==> config.mk <==
export PLATFORM = sky130hd
export DESIGN_NAME = uart_mmio
export DESIGN_NICKNAME = d
export VERILOG_FILES = /design/src/rtl/uart_mmio_pkg.sv /design/src/rtl/uart_mmio_fifo.sv /design/src/rtl/uart_mmio.sv
export SDC_FILE = /design/constraint.sdc
export NUM_CORES = 1
export LEC_CHECK = 0
export BUFFER_PORTS_ARGS = -buffer_cell sky130_fd_sc_hd__buf_4
export CAP_MARGIN = 10
export CELL_PAD_IN_SITES_DETAIL_PLACEMENT = 2
export CELL_PAD_IN_SITES_GLOBAL_PLACEMENT = 2
export CORE_MARGIN = 3
export CORE_UTILIZATION = 40
export CTS_BUF_LIST = sky130_fd_sc_hd__clkbuf_2
export CTS_CLUSTER_SIZE = 30
export DETAILED_ROUTE_END_ITERATION = 8
export GPL_TIMING_DRIVEN = 0
export PLACE_DENSITY_LB_ADDON = 0.25
export SLEW_MARGIN = 0
export SYNTH_ARGS = -nofsm -noshare
export SYNTH_HDL_FRONTEND = slang
export SYNTH_SLANG_ARGS = --single-unit
==> constraint.sdc <==
create_clock -name clk -period 3.12 [get_ports clk]
set_clock_uncertainty 0.1 [all_clocks]
set_input_delay 0.624 -clock clk [delete_from_list [all_inputs] [get_ports clk]]
set_output_delay 0.624 -clock clk [all_outputs]
set_load 0.01 [all_outputs]
==> src/rtl/uart_mmio_pkg.sv <==
// Shared register map, status bit positions and the UART state type
// used by both the transmit and receive engines of uart_mmio.
package uart_mmio_pkg;

  localparam logic [3:0] OFS_RXDATA = 4'h0;
  localparam logic [3:0] OFS_TXDATA = 4'h4;
  localparam logic [3:0] OFS_STATUS = 4'hC;

  localparam int unsigned ST_RX_NONEMPTY = 0;
  localparam int unsigned ST_TX_FULL     = 1;
  localparam int unsigned ST_TX_IDLE     = 2;
  localparam int unsigned ST_RX_OVF      = 3;
  localparam int unsigned ST_FRAME_ERR   = 4;
  localparam int unsigned ST_TX_OVF      = 5;

  typedef enum logic [1:0] {
    IDLE,
    START,
    DATA,
    STOP
  } uart_state_t;

endpackage

==> src/rtl/uart_mmio_fifo.sv <==
// Synchronous FIFO with extra-MSB pointers; push and pop together are
// legal when full or empty, and a rejected push is flagged on o_drop.
module sync_fifo #(
  parameter int unsigned WIDTH = 8,
  parameter int unsigned DEPTH = 16
) (
  input  logic             i_clk,
  input  logic             i_rst,
  input  logic             i_push,
  input  logic [WIDTH-1:0] i_wdata,
  input  logic             i_pop,
  output logic [WIDTH-1:0] o_rdata,
  output logic             o_empty,
  output logic             o_full,
  output logic             o_drop
);

  localparam int unsigned AW = $clog2(DEPTH);
  localparam logic [AW:0] PTR_ONE = {{AW{1'b0}}, 1'b1};

  logic [AW:0]      r_wptr;
  logic [AW:0]      r_rptr;
  logic [WIDTH-1:0] r_mem [DEPTH];
  logic             w_do_push;
  logic             w_do_pop;

  assign o_empty   = (r_wptr == r_rptr);
  assign o_full    = (r_wptr[AW] != r_rptr[AW]) && (r_wptr[AW-1:0] == r_rptr[AW-1:0]);
  assign w_do_pop  = i_pop && !o_empty;
  // A pop in the same cycle frees the slot, so a push into a full FIFO still lands.
  assign w_do_push = i_push && (!o_full || w_do_pop);
  assign o_drop    = i_push && !w_do_push;
  assign o_rdata   = r_mem[r_rptr[AW-1:0]];

  always_ff @(posedge i_clk) begin
    if (i_rst) begin
      r_wptr <= '0;
      r_rptr <= '0;
    end else begin
      if (w_do_push) r_wptr <= r_wptr + PTR_ONE;
      if (w_do_pop)  r_rptr <= r_rptr + PTR_ONE;
    end
  end

  always_ff @(posedge i_clk) begin
    if (w_do_push && !i_rst) r_mem[r_wptr[AW-1:0]] <= i_wdata;
  end

endmodule

==> src/rtl/uart_mmio.sv <==
// Memory-mapped 8N1 UART: bus decode, TX/RX FIFOs, TX serialiser and
// RX deserialiser with sticky error flags cleared by a STATUS read.
module uart_mmio
  import uart_mmio_pkg::*;
#(
  parameter logic [31:0] BASE_ADDR    = 32'h0001_0000,
  parameter int unsigned CLKS_PER_BIT = 868,
  parameter int unsigned FIFO_DEPTH   = 16
) (
  input  logic        clk,
  input  logic        rst,
  input  logic [31:0] addr,
  input  logic [31:0] din,
  input  logic [3:0]  write_enable,
  input  logic        read_enable,
  output logic [31:0] dout,
  output logic        txd,
  input  logic        rxd
);

  localparam int unsigned BW = $clog2(CLKS_PER_BIT);
  localparam logic [BW-1:0] BAUD_LAST = BW'(CLKS_PER_BIT - 1);
  localparam logic [BW-1:0] BAUD_HALF = BW'(CLKS_PER_BIT / 2 - 1);
  localparam logic [BW-1:0] BAUD_ONE  = {{(BW-1){1'b0}}, 1'b1};

  logic        w_hit;
  logic [3:0]  w_ofs;
  logic        w_wr;
  logic        w_rd;
  logic        w_tx_push;
  logic        w_tx_pop;
  logic        w_rx_push;
  logic        w_rx_pop;
  logic        w_st_clr;
  logic        w_tx_empty;
  logic        w_tx_full;
  logic        w_tx_drop;
  logic [7:0]  w_tx_rdata;
  logic        w_rx_empty;
  logic        w_rx_full;
  logic        w_rx_drop;
  logic [7:0]  w_rx_rdata;
  logic        w_rx_stop_smp;
  logic        w_rx_ferr;
  logic        w_tx_idle;
  logic [31:0] w_status;
  logic        w_unused;

  uart_state_t r_tx_state;
  logic [BW-1:0] r_tx_baud;
  logic [2:0]  r_tx_bit;
  logic [7:0]  r_tx_shift;
  logic        r_txd;

  uart_state_t r_rx_state;
  logic [BW-1:0] r_rx_baud;
  logic [2:0]  r_rx_bit;
  logic [7:0]  r_rx_shift;
  logic        r_rx_s1;
  logic        r_rx_s2;

  logic        r_tx_ovf;
  logic        r_rx_ovf;
  logic        r_frame_err;
  logic [31:0] r_dout;

  assign w_unused = &{1'b0, din[31:8], w_rx_full};

  // Register decode; a write in the same cycle as a read suppresses the read.
  assign w_hit     = (addr[31:4] == BASE_ADDR[31:4]);
  assign w_ofs     = addr[3:0];
  assign w_wr      = |write_enable;
  assign w_rd      = read_enable && !w_wr;
  assign w_tx_push = w_hit && w_wr && (w_ofs == OFS_TXDATA);
  assign w_rx_pop  = w_hit && w_rd && (w_ofs == OFS_RXDATA);
  assign w_st_clr  = w_hit && w_rd && (w_ofs == OFS_STATUS);

  assign w_tx_pop      = (r_tx_state == IDLE) && !w_tx_empty;
  assign w_tx_idle     = (r_tx_state == IDLE) && w_tx_empty;
  assign w_rx_stop_smp = (r_rx_state == STOP) && (r_rx_baud == BAUD_LAST);
  assign w_rx_push     = w_rx_stop_smp && r_rx_s2;
  assign w_rx_ferr     = w_rx_stop_smp && !r_rx_s2;

  sync_fifo #(.WIDTH(8), .DEPTH(FIFO_DEPTH)) u_tx_fifo (
    .i_clk   (clk),
    .i_rst   (rst),
    .i_push  (w_tx_push),
    .i_wdata (din[7:0]),
    .i_pop   (w_tx_pop),
    .o_rdata (w_tx_rdata),
    .o_empty (w_tx_empty),
    .o_full  (w_tx_full),
    .o_drop  (w_tx_drop)
  );

  sync_fifo #(.WIDTH(8), .DEPTH(FIFO_DEPTH)) u_rx_fifo (
    .i_clk   (clk),
    .i_rst   (rst),
    .i_push  (w_rx_push),
    .i_wdata (r_rx_shift),
    .i_pop   (w_rx_pop),
    .o_rdata (w_rx_rdata),
    .o_empty (w_rx_empty),
    .o_full  (w_rx_full),
    .o_drop  (w_rx_drop)
  );

  always_comb begin
    w_status                 = '0;
    w_status[ST_RX_NONEMPTY] = !w_rx_empty;
    w_status[ST_TX_FULL]     = w_tx_full;
    w_status[ST_TX_IDLE]     = w_tx_idle;
    w_status[ST_RX_OVF]      = r_rx_ovf;
    w_status[ST_FRAME_ERR]   = r_frame_err;
    w_status[ST_TX_OVF]      = r_tx_ovf;
  end

  // Sticky flags: a set event in the clearing cycle keeps the flag high.
  always_ff @(posedge clk) begin
    if (rst) begin
      r_tx_ovf    <= 1'b0;
      r_rx_ovf    <= 1'b0;
      r_frame_err <= 1'b0;
    end else begin
      r_tx_ovf    <= w_tx_drop | (r_tx_ovf & ~w_st_clr);
      r_rx_ovf    <= w_rx_drop | (r_rx_ovf & ~w_st_clr);
      r_frame_err <= w_rx_ferr | (r_frame_err & ~w_st_clr);
    end
  end

  always_ff @(posedge clk) begin
    if (rst) begin
      r_dout <= '0;
    end else if (w_hit && w_rd) begin
      case (w_ofs)
        OFS_RXDATA: r_dout <= w_rx_empty ? '0 : {1'b1, 23'b0, w_rx_rdata};
        OFS_STATUS: r_dout <= w_status;
        default:    r_dout <= '0;
      endcase
    end
  end

  assign dout = r_dout;

  always_ff @(posedge clk) begin
    if (rst) begin
      r_tx_state <= IDLE;
      r_tx_baud  <= '0;
      r_tx_bit   <= '0;
      r_tx_shift <= '0;
      r_txd      <= 1'b1;
    end else begin
      case (r_tx_state)
        IDLE: begin
          if (!w_tx_empty) begin
            r_tx_shift <= w_tx_rdata;
            r_txd      <= 1'b0;
            r_tx_baud  <= '0;
            r_tx_state <= START;
          end
        end
        START: begin
          if (r_tx_baud == BAUD_LAST) begin
            r_tx_baud  <= '0;
            r_tx_bit   <= '0;
            r_txd      <= r_tx_shift[0];
            r_tx_shift <= {1'b0, r_tx_shift[7:1]};
            r_tx_state <= DATA;
          end else begin
            r_tx_baud <= r_tx_baud + BAUD_ONE;
          end
        end
        DATA: begin
          if (r_tx_baud == BAUD_LAST) begin
            r_tx_baud <= '0;
            r_tx_bit  <= r_tx_bit + 3'd1;
            if (r_tx_bit == 3'd7) begin
              r_txd      <= 1'b1;
              r_tx_state <= STOP;
            end else begin
              r_txd      <= r_tx_shift[0];
              r_tx_shift <= {1'b0, r_tx_shift[7:1]};
            end
          end else begin
            r_tx_baud <= r_tx_baud + BAUD_ONE;
          end
        end
        STOP: begin
          if (r_tx_baud == BAUD_LAST) begin
            r_tx_baud  <= '0;
            r_tx_state <= IDLE;
          end else begin
            r_tx_baud <= r_tx_baud + BAUD_ONE;
          end
        end
      endcase
    end
  end

  assign txd = r_txd;

  always_ff @(posedge clk) begin
    if (rst) begin
      r_rx_state <= IDLE;
      r_rx_baud  <= '0;
      r_rx_bit   <= '0;
      r_rx_shift <= '0;
      r_rx_s1    <= 1'b1;
      r_rx_s2    <= 1'b1;
    end else begin
      r_rx_s1 <= rxd;
      r_rx_s2 <= r_rx_s1;
      case (r_rx_state)
        IDLE: begin
          if (!r_rx_s2) begin
            r_rx_baud  <= '0;
            r_rx_state <= START;
          end
        end
        START: begin
          // Half-bit check realigns all later samples to bit centres.
          if (r_rx_baud == BAUD_HALF) begin
            r_rx_baud  <= '0;
            r_rx_bit   <= '0;
            r_rx_state <= r_rx_s2 ? IDLE : DATA;
          end else begin
            r_rx_baud <= r_rx_baud + BAUD_ONE;
          end
        end
        DATA: begin
          if (r_rx_baud == BAUD_LAST) begin
            r_rx_baud  <= '0;
            r_rx_shift <= {r_rx_s2, r_rx_shift[7:1]};
            r_rx_bit   <= r_rx_bit + 3'd1;
            if (r_rx_bit == 3'd7) r_rx_state <= STOP;
          end else begin
            r_rx_baud <= r_rx_baud + BAUD_ONE;
          end
        end
        STOP: begin
          if (r_rx_baud == BAUD_LAST) begin
            r_rx_baud  <= '0;
            r_rx_state <= IDLE;
          end else begin
            r_rx_baud <= r_rx_baud + BAUD_ONE;
          end
        end
      endcase
    end
  end

endmodule

==> impl_results.md, run 1 <==
* Run status: finished clean
* Most frequent cells in the layout: edfxtp_1, clkbuf_2, buf_4
* Core area at 35,700 um2
* DRT iter0 DRCs at 844
* Crit start category: flip-flop
* Htree depth at 3
* Die area at 38,700 um2
* Fin crit share at 98.5%
* Via/cell ratio at 5.64
* Final Setup Violations at 0
* CTS tree: yes
* Mux contribution to synthesized area at 12.3%
* Switching share of power at 27.5%
* Max-slew violation count at 0
* Routed Antenna Nets at 0
* Hold_ws at 0.165 ns
* Synth Area in Adders at 1.80%
* Global route overflow at 0
* Die Width at 197 um
* Post-Syn Area at 14,600 um2
* Critical Path End Type: flip-flop
* CTS buffer count at 89
* Sw Pwr at 2.46 mW
* Synthesized flop and latch total at 345
* RSZ-0062 raised after global routing: yes
* Type of the worst setup path: reg -> reg
* # IOs at 105
* Via Count at 9,768
* VDD IR-drop max at 426 uV
* First-pass GRT wire length at 66.7 mm
* Internal at 6.48 mW
* Pwr/cell area at 519 nW/um2
* Yosys top cell by area: edfxtp_1
* DRC at 0
* Worst path required time at 3.70 ns
* Cell area after layout at 17,200 um2
* Initial antenna violation count at 1
* I/O Buffers at 56
* Largest family of logic cells by synthesized area: multiplexers
* FFs w/ async S/R, synth at 0%
* Crit path DAT at 3.65 ns
* Wirelength per Cell at 26.1 um
* Top FF cell, synth: edfxtp_1
* Rows at 69
* Layout area overhead at 18.3%
* Synth Area in Compound Gates at 6.64%
* Yosys top cell area share at 52.8%
* Max-cap check violation count at 0
* Post-synthesis xor/xnor area fraction at 1.08%
* Die H at 197 um
* Post-route minimum period at 3.07 ns
* Clk_lat worst skew at 1.00 ns
* Multi-input logic area at 5070 um2
* Initial Utilization at 40.7%
* DRT Wirelength at 45.2 mm
* Seq/Total Area, Yosys at 65.0%
* Min-Delay Path Class: in -> reg
* Peak Freq at 0.325 GHz
* Ranking of synthesized cells by area: edfxtp_1, dfxtp_1, mux4_2, ha_1, a21oi_1
* Worst-path clk slew at 0.11 ns
* Least-Margin Pin Slew at 1.19 ns
* Setup TNS at 0 ns
* FF/Latch Area at 9470 um2
* HPWL Detailed at 29.9 mm
* Leak at 5.82 nW
* Pre-antenna DRT Iters at 7
* Synth Warn # at 0
* Largest net degree at the start of global routing at 19
* Syn_area_per_cell at 14.7 um2
* Post-synthesis cell type count at 66
* CP max FO at 10
* Placed Area at 15,900 um2
* Clock power share at 35.8%
* Most common cell after layout, fill and taps aside: edfxtp_1
* Comb pwr share at 8.0%
* GRT Util Overall at 23.1%
* Root Buffer: clkbuf_2
* Slew HR at 20.5%
* Seq pwr share at 56.2%
* Synth Instances at 993
* GPL Wtd Cong at 0.746
* Layout cells sized above 1 at 30.7%
* Number of global-route vias before repair at 10.7k
* Nets at 1,295
* Layout fillers at 3,436
* Clock tree buffer depth at 3
* Final hold vios at 0
* Sink Count at 345
* EDFF count, synth at 256
* Post-synthesis simple-gate area fraction at 10.1%
[flip-flops by register name (all words and copies together) (netlist names), named ones only]
signal,count
u_rx_fifo.r_wptr,5
r_tx_ovf,1
r_rx_shift,8
r_rx_baud,10
dout,9
r_rx_state,1
r_rx_ovf,1
u_tx_fifo.r_rptr,5
r_tx_baud,10
u_tx_fifo.r_wptr,5
u_rx_fifo.r_rptr,5
r_tx_shift,8
r_rx_bit,3
r_rx_s2,1
r_frame_err,1
r_tx_state,2
r_tx_bit,3
u_rx_fifo.r_mem,128
txd,1
r_rx_s1,1
u_tx_fifo.r_mem,128
[power groups by stage]
stage | logic, mW | registers [mW] | clock network (mW)
3_3_place_gp | 0.668 | 5.12 | 0
5_1_grt | 0.799 | 5.04 | 3.56
3_5_place_dp | 0.701 | 5.13 | 0
4_1_cts | 0.717 | 5.02 | 3.27
6_report | 0.716 | 5.02 | 3.20
2_1_floorplan | 0.439 | 5.11 | 0
[critical path, stage by stage, from the launching register on]
cell and delay [ns]:
dfxtp_1 0.49, xor2_1 0.15, nor4_4 0.45, nand2_1 0.20, a32oi_4 0.51, clkbuf_4 0.47, nor3_4 0.12, buf_4 0.25
[per-layer routing]
metal	wire length, um	part of all wire (%)	track usage, %	up-vias
li1	-	-	-	4333
met1	18600	41	29.0	5073
met3	1870	4.1	4.10	90
met5	0	0	0	-
met4	1500	3.3	9.27	0
met2	23200	51	39.8	272
[final timing paths]
| kind | from | to | slack, ns | cells after the start |
|---|---|---|---|---|
| max | u_rx_fifo.r_wptr[0] | u_rx_fifo.r_mem[9][3] | 0.05 | 7 |
| min | addr[3] | dout[5] | 0.16 | 4 |
| max reg2reg | u_rx_fifo.r_wptr[0] | u_rx_fifo.r_mem[9][3] | 0.05 | 7 |
| min reg2reg | r_rx_s1 | r_rx_s2 | 0.34 | 1 |
[Yosys cell counts, types with 7 or more instances]
cell type,n
a211oi_1,17
a21oi_1,47
a31oi_1,10
and3_1,12
buf_2,10
buf_4,23
clkbuf_1,39
dfxtp_1,89
edfxtp_1,256
ha_1,21
inv_1,15
mux2_2,14
mux2i_1,22
mux4_2,62
nand2_1,50
nand2b_1,15
nand3_1,32
nor2_1,45
nor2b_1,9
nor3_1,27
nor3b_1,10
nor4_1,21
o2111ai_1,7
o21ai_0,19
o22ai_1,9
xnor2_1,8
xor2_1,10
[kinds of logic (layout without fill, tap and decap cells)]
logic type	Yosys count	after routing
other	1	24
muxes	100	100
AOI/OAI and AO/OA	148	148
and+or+nand+nor	270	270
adders and majority gates	21	21
xor gates and xnor gates	18	18
buffers and inverters	90	346
DFF	345	345
[layout make-up]
cell class | instances | area share, %
inverters | 15 | 0.327
diodes | 1 | 0.0145
plain buffers | 75 | 2.24
clock inverters | 22 | 0.676
repair buffers | 96 | 4.95
well taps | 461 | 3.35
multi-input cells | 580 | 29.4
flip-flops and latches | 345 | 55.0
clock buffers | 138 | 4.01
[through the flow]
stage / cells / total power [mW] / setup slack [ns] / utilization [%]
2_1_floorplan: 1015 / 5.55 / -0.0345 / -
3_3_place_gp: 1532 / 5.79 / -1.68 / 43.8
3_5_place_dp: 1551 / 5.83 / -1.29 / 44.6
4_1_cts: 1723 / 9.01 / -0.114 / 47.4
5_1_grt: 1733 / 9.39 / -0.112 / 48.2
6_report: 1733 / 8.94 / 0.0470 / 48.2
[timing repair]
action                                  4_1_cts  5_1_grt
endpoints found under the setup margin      175      136
setup buffers                                 0        8
pin swaps                                     1       10
hold buffers                                 12        0
endpoints found under the hold margin       133        0
gates resized for setup                      16       18
No activity file was read; power rests on OpenSTA's default activity.
==> run 2, diff against run 1 <==
Settings changed: ABC_AREA set to 1, CORE_UTILIZATION 40 to 37, HOLD_SLACK_MARGIN set to 0.08.
==> run 2 against run 1 <==
The flow now finishes with violations (setup timing). Utilization fell by 4.7 points. Maximum frequency fell by 1.7%. Via count rose by 26%. Worst hold slack better by 0.031 ns. Synthesized area rose by 4.5%. Die area grew 13%. Sequential cell count unchanged. Cell area rose by 1.5%. Total power grew 12%. Global-route usage is essentially flat. Sequential power about the same. Non-clock buffer count down 6. Critical endpoint is now u_rx_fifo.r_mem[6][3].
==> impl_results.md, run 2 <==
* Post-route minimum period at 3.13 ns (+0.0533 ns)
* Dpl ws at -0.206 ns (+1.09 ns)
* DRT iter0 DRCs at 665 (-21%)
* HPWL Detailed at 34.7 mm (+16%)
* Final core utilization at 43.5% (-4.7 points)
* I/O Buffers at 56 (unchanged)
* Failing checks: setup timing
* Final hold vios at 0 (unchanged)
* Fin crit share at 100% (+1.7 points)
* Layout area overhead at 14.9%
* Core area at 40,200 um2 (+12%)
* Min-Delay Path Class: in -> reg
* Ranking of synthesized cells by area: edfxtp_1, dfxtp_1, nor2_1, nand2_1, nand3_1
* Hold_ws at 0.195 ns (+0.0309 ns)
* Die H at 209 um (+6.1%)
* Clk_lat worst skew at 0.99 ns (about the same)
* Count leader, synth: nor2_1
* Initial Utilization at 37.9% (-2.9 points)
* Number of global-route vias before repair at 13.8k (+29%)
* Htree depth at 3 (unchanged)
* Clock tree buffer depth at 3 (unchanged)
* Peak Freq at 0.320 GHz (-1.7%)
* R2R setup slack at 0.04 ns (about the same)
* Seq/Total Area, Yosys at 62.2% (-2.8 points)
* FFs w/ async S/R, synth at 0% (unchanged)
* Sink Count at 345 (unchanged)
* Post-synthesis cell type count at 47 (-29%)
* Largest net degree at the start of global routing at 19 (unchanged)
* Synthesized flop and latch total at 345 (unchanged)
* Synth Instances at 1,543 (+55%)
* Critical-path top delay cell: nor2_1
* CP Depth at 11 (+4)
* Placed Area at 16,400 um2 (+2.8%)
* Number of post-CTS setup repair buffers at 0 (unchanged)
* Pre-antenna DRT Iters at 5 (-2)
* Post-route setup slack at -0.00632 ns (-0.0533 ns)
* CP max FO at 10 (unchanged)
* Commonest cells post-synth: nor2_1, edfxtp_1, nand2_1
* Least-Margin Pin Slew at 1.06 ns (-0.132 ns)
* CP max stage delay at 0.77 ns (+0.26 ns)
* Run status: finished with violations
* RSZ-0062 raised after global routing: yes
* VDD IR-drop max at 295 uV (-31%)
* Crit start category: primary input
* First-pass GRT wire length at 78.5 mm (+18%)
* FF-to-FF path depth at 5 (-2)
* Cell area after layout at 17,500 um2 (+1.5%)
* Buf/Inv on CP at 5 (+3)
* EDFF count, synth at 256 (unchanged)
* Post-Syn Area at 15,200 um2 (+4.5%)
* Setup TNS at -0.0101 ns (-0.0101 ns)
* DRT Wirelength at 50.9 mm (+13%)
* CTS tree: yes
* Pwr/cell area at 574 nW/um2 (+11%)
* Worst-path clk slew at 0.08 ns (-0.03 ns)
* Max-slew violation count at 0 (unchanged)
* Crit-path leading delay family: buffers and inverters
* Yosys top cell area share at 50.5% (-2.3 points)
* Slew HR at 29.1% (+8.5 points)
* DRC at 0 (unchanged)
* Hold depth at 8 (+4)
* Via Count at 12.3k (+26%)
* Leak at 6.88 nW (+18%)
* Routed Antenna Nets at 0 (unchanged)
* Type of the worst setup path: in -> reg
* Crit path DAT at 3.59 ns (-0.06 ns)
* Rows at 73 (+5.8%)
* Global route overflow at 0 (unchanged)
* Synth Warn # at 0 (unchanged)
* CTS buffer count at 94 (+5.6%)
* # IOs at 105 (unchanged)
* Most frequent cells in the layout: nor2_1, edfxtp_1, nand2_1
* Wirelength per Cell at 21.8 um (-16%)
* Syn_area_per_cell at 9.86 um2 (-33%)
* Root Buffer: clkbuf_2
* Layout cells sized above 1 at 17.5% (-13 points)
* Final Setup Violations at 2 (+2)
* Worst path required time at 3.58 ns (-0.12 ns)
* GRT Util Overall at 23.1% (about the same)
* Initial antenna violation count at 1 (unchanged)
* Max-cap check violation count at 0 (unchanged)
* Critical Path End Type: flip-flop
* Yosys top cell by area: edfxtp_1
* Die area at 43,600 um2 (+13%)
* Die Width at 209 um (+6.1%)
* Top FF cell, synth: edfxtp_1
* Nets at 1,831 (+41%)
* Worst path cell trace: dlygate4sd3_1 > buf_4 > nor2_1 > dlygate4sd3_1 > nand3_1 > inv_1 > nand3_1 > nand3_2 > buf_6 > nand4_2 > nor2_1
* Via/cell ratio at 5.25 (-6.9%)
* GPL Wtd Cong at 0.785 (+5.2%)
-- run 2: stage by stage --
step           std cells  power, mW
2_1_floorplan       1565       6.14
3_3_place_gp        2146       6.68
3_5_place_dp        2146       6.76
4_1_cts             2335       10.1
5_1_grt             2336       10.6
6_report            2336       10.0
-- run 2: cell families after synthesis --
logic type / share of synthesized area (%)
compound gates: 8.62
xor+xnor: 0.979
fa+ha+maj: 1.73
buf+inv: 5.63
flops: 62.2
other cells: 0.0246
simple gates: 20.8
-- run 2: cell type report --
cell class                 count  area [um2]
clock inverter                28         169
antenna                        1        2.50
sequential                   345        9470
buffer                        88         480
timing repair buffer          77         631
multi-input combinational   1032        5000
clock buffer                 140         701
tap                          525         657
fill                        4402       22700
inverter                     100         377
-- run 2: worst register-to-register path: cells and delay by family, from the launching register on --
family / cells / cell delay [ns]
and+or+nand+nor: 4 / 1.84
DFF: 1 / 0.43
adders and majority gates: 1 / 0.29
-- run 2: final timing paths --
kind | from | endpoint
worst max-delay path | write_enable[0] | u_rx_fifo.r_mem[6][3]
worst min-delay path | addr[22] | dout[0]
worst max register to register | r_rx_baud[0] | u_rx_fifo.r_mem[6][3]
worst min register to register | r_rx_s1 | r_rx_s2
-- run 2: metal layers --
metal / vias up / track usage, % / part of all wire [%]
met5: - / 0 / 0
met4: 0 / 9.19 / 3.1
met3: 101 / 4.23 / 4.4
met2: 323 / 41.0 / 51
met1: 6173 / 27.6 / 42
li1: 5662 / - / -
-- run 2: what timing repair did --
action / in CTS / in global routing
endpoints found under the hold margin: 145 / 0
setup endpoints to repair: 12 / 87
resized for setup: 2 / 9
hold buffers: 21 / 0
pin swaps: 0 / 0
-- run 2: power by group --
group          leakage [nW]  total [mW]  switching (mW)  internal, mW
Clock                 0.663        3.35            1.99          1.36
Combinational          2.86        1.64            1.13         0.512
Sequential             3.36        5.04          0.0625          4.98
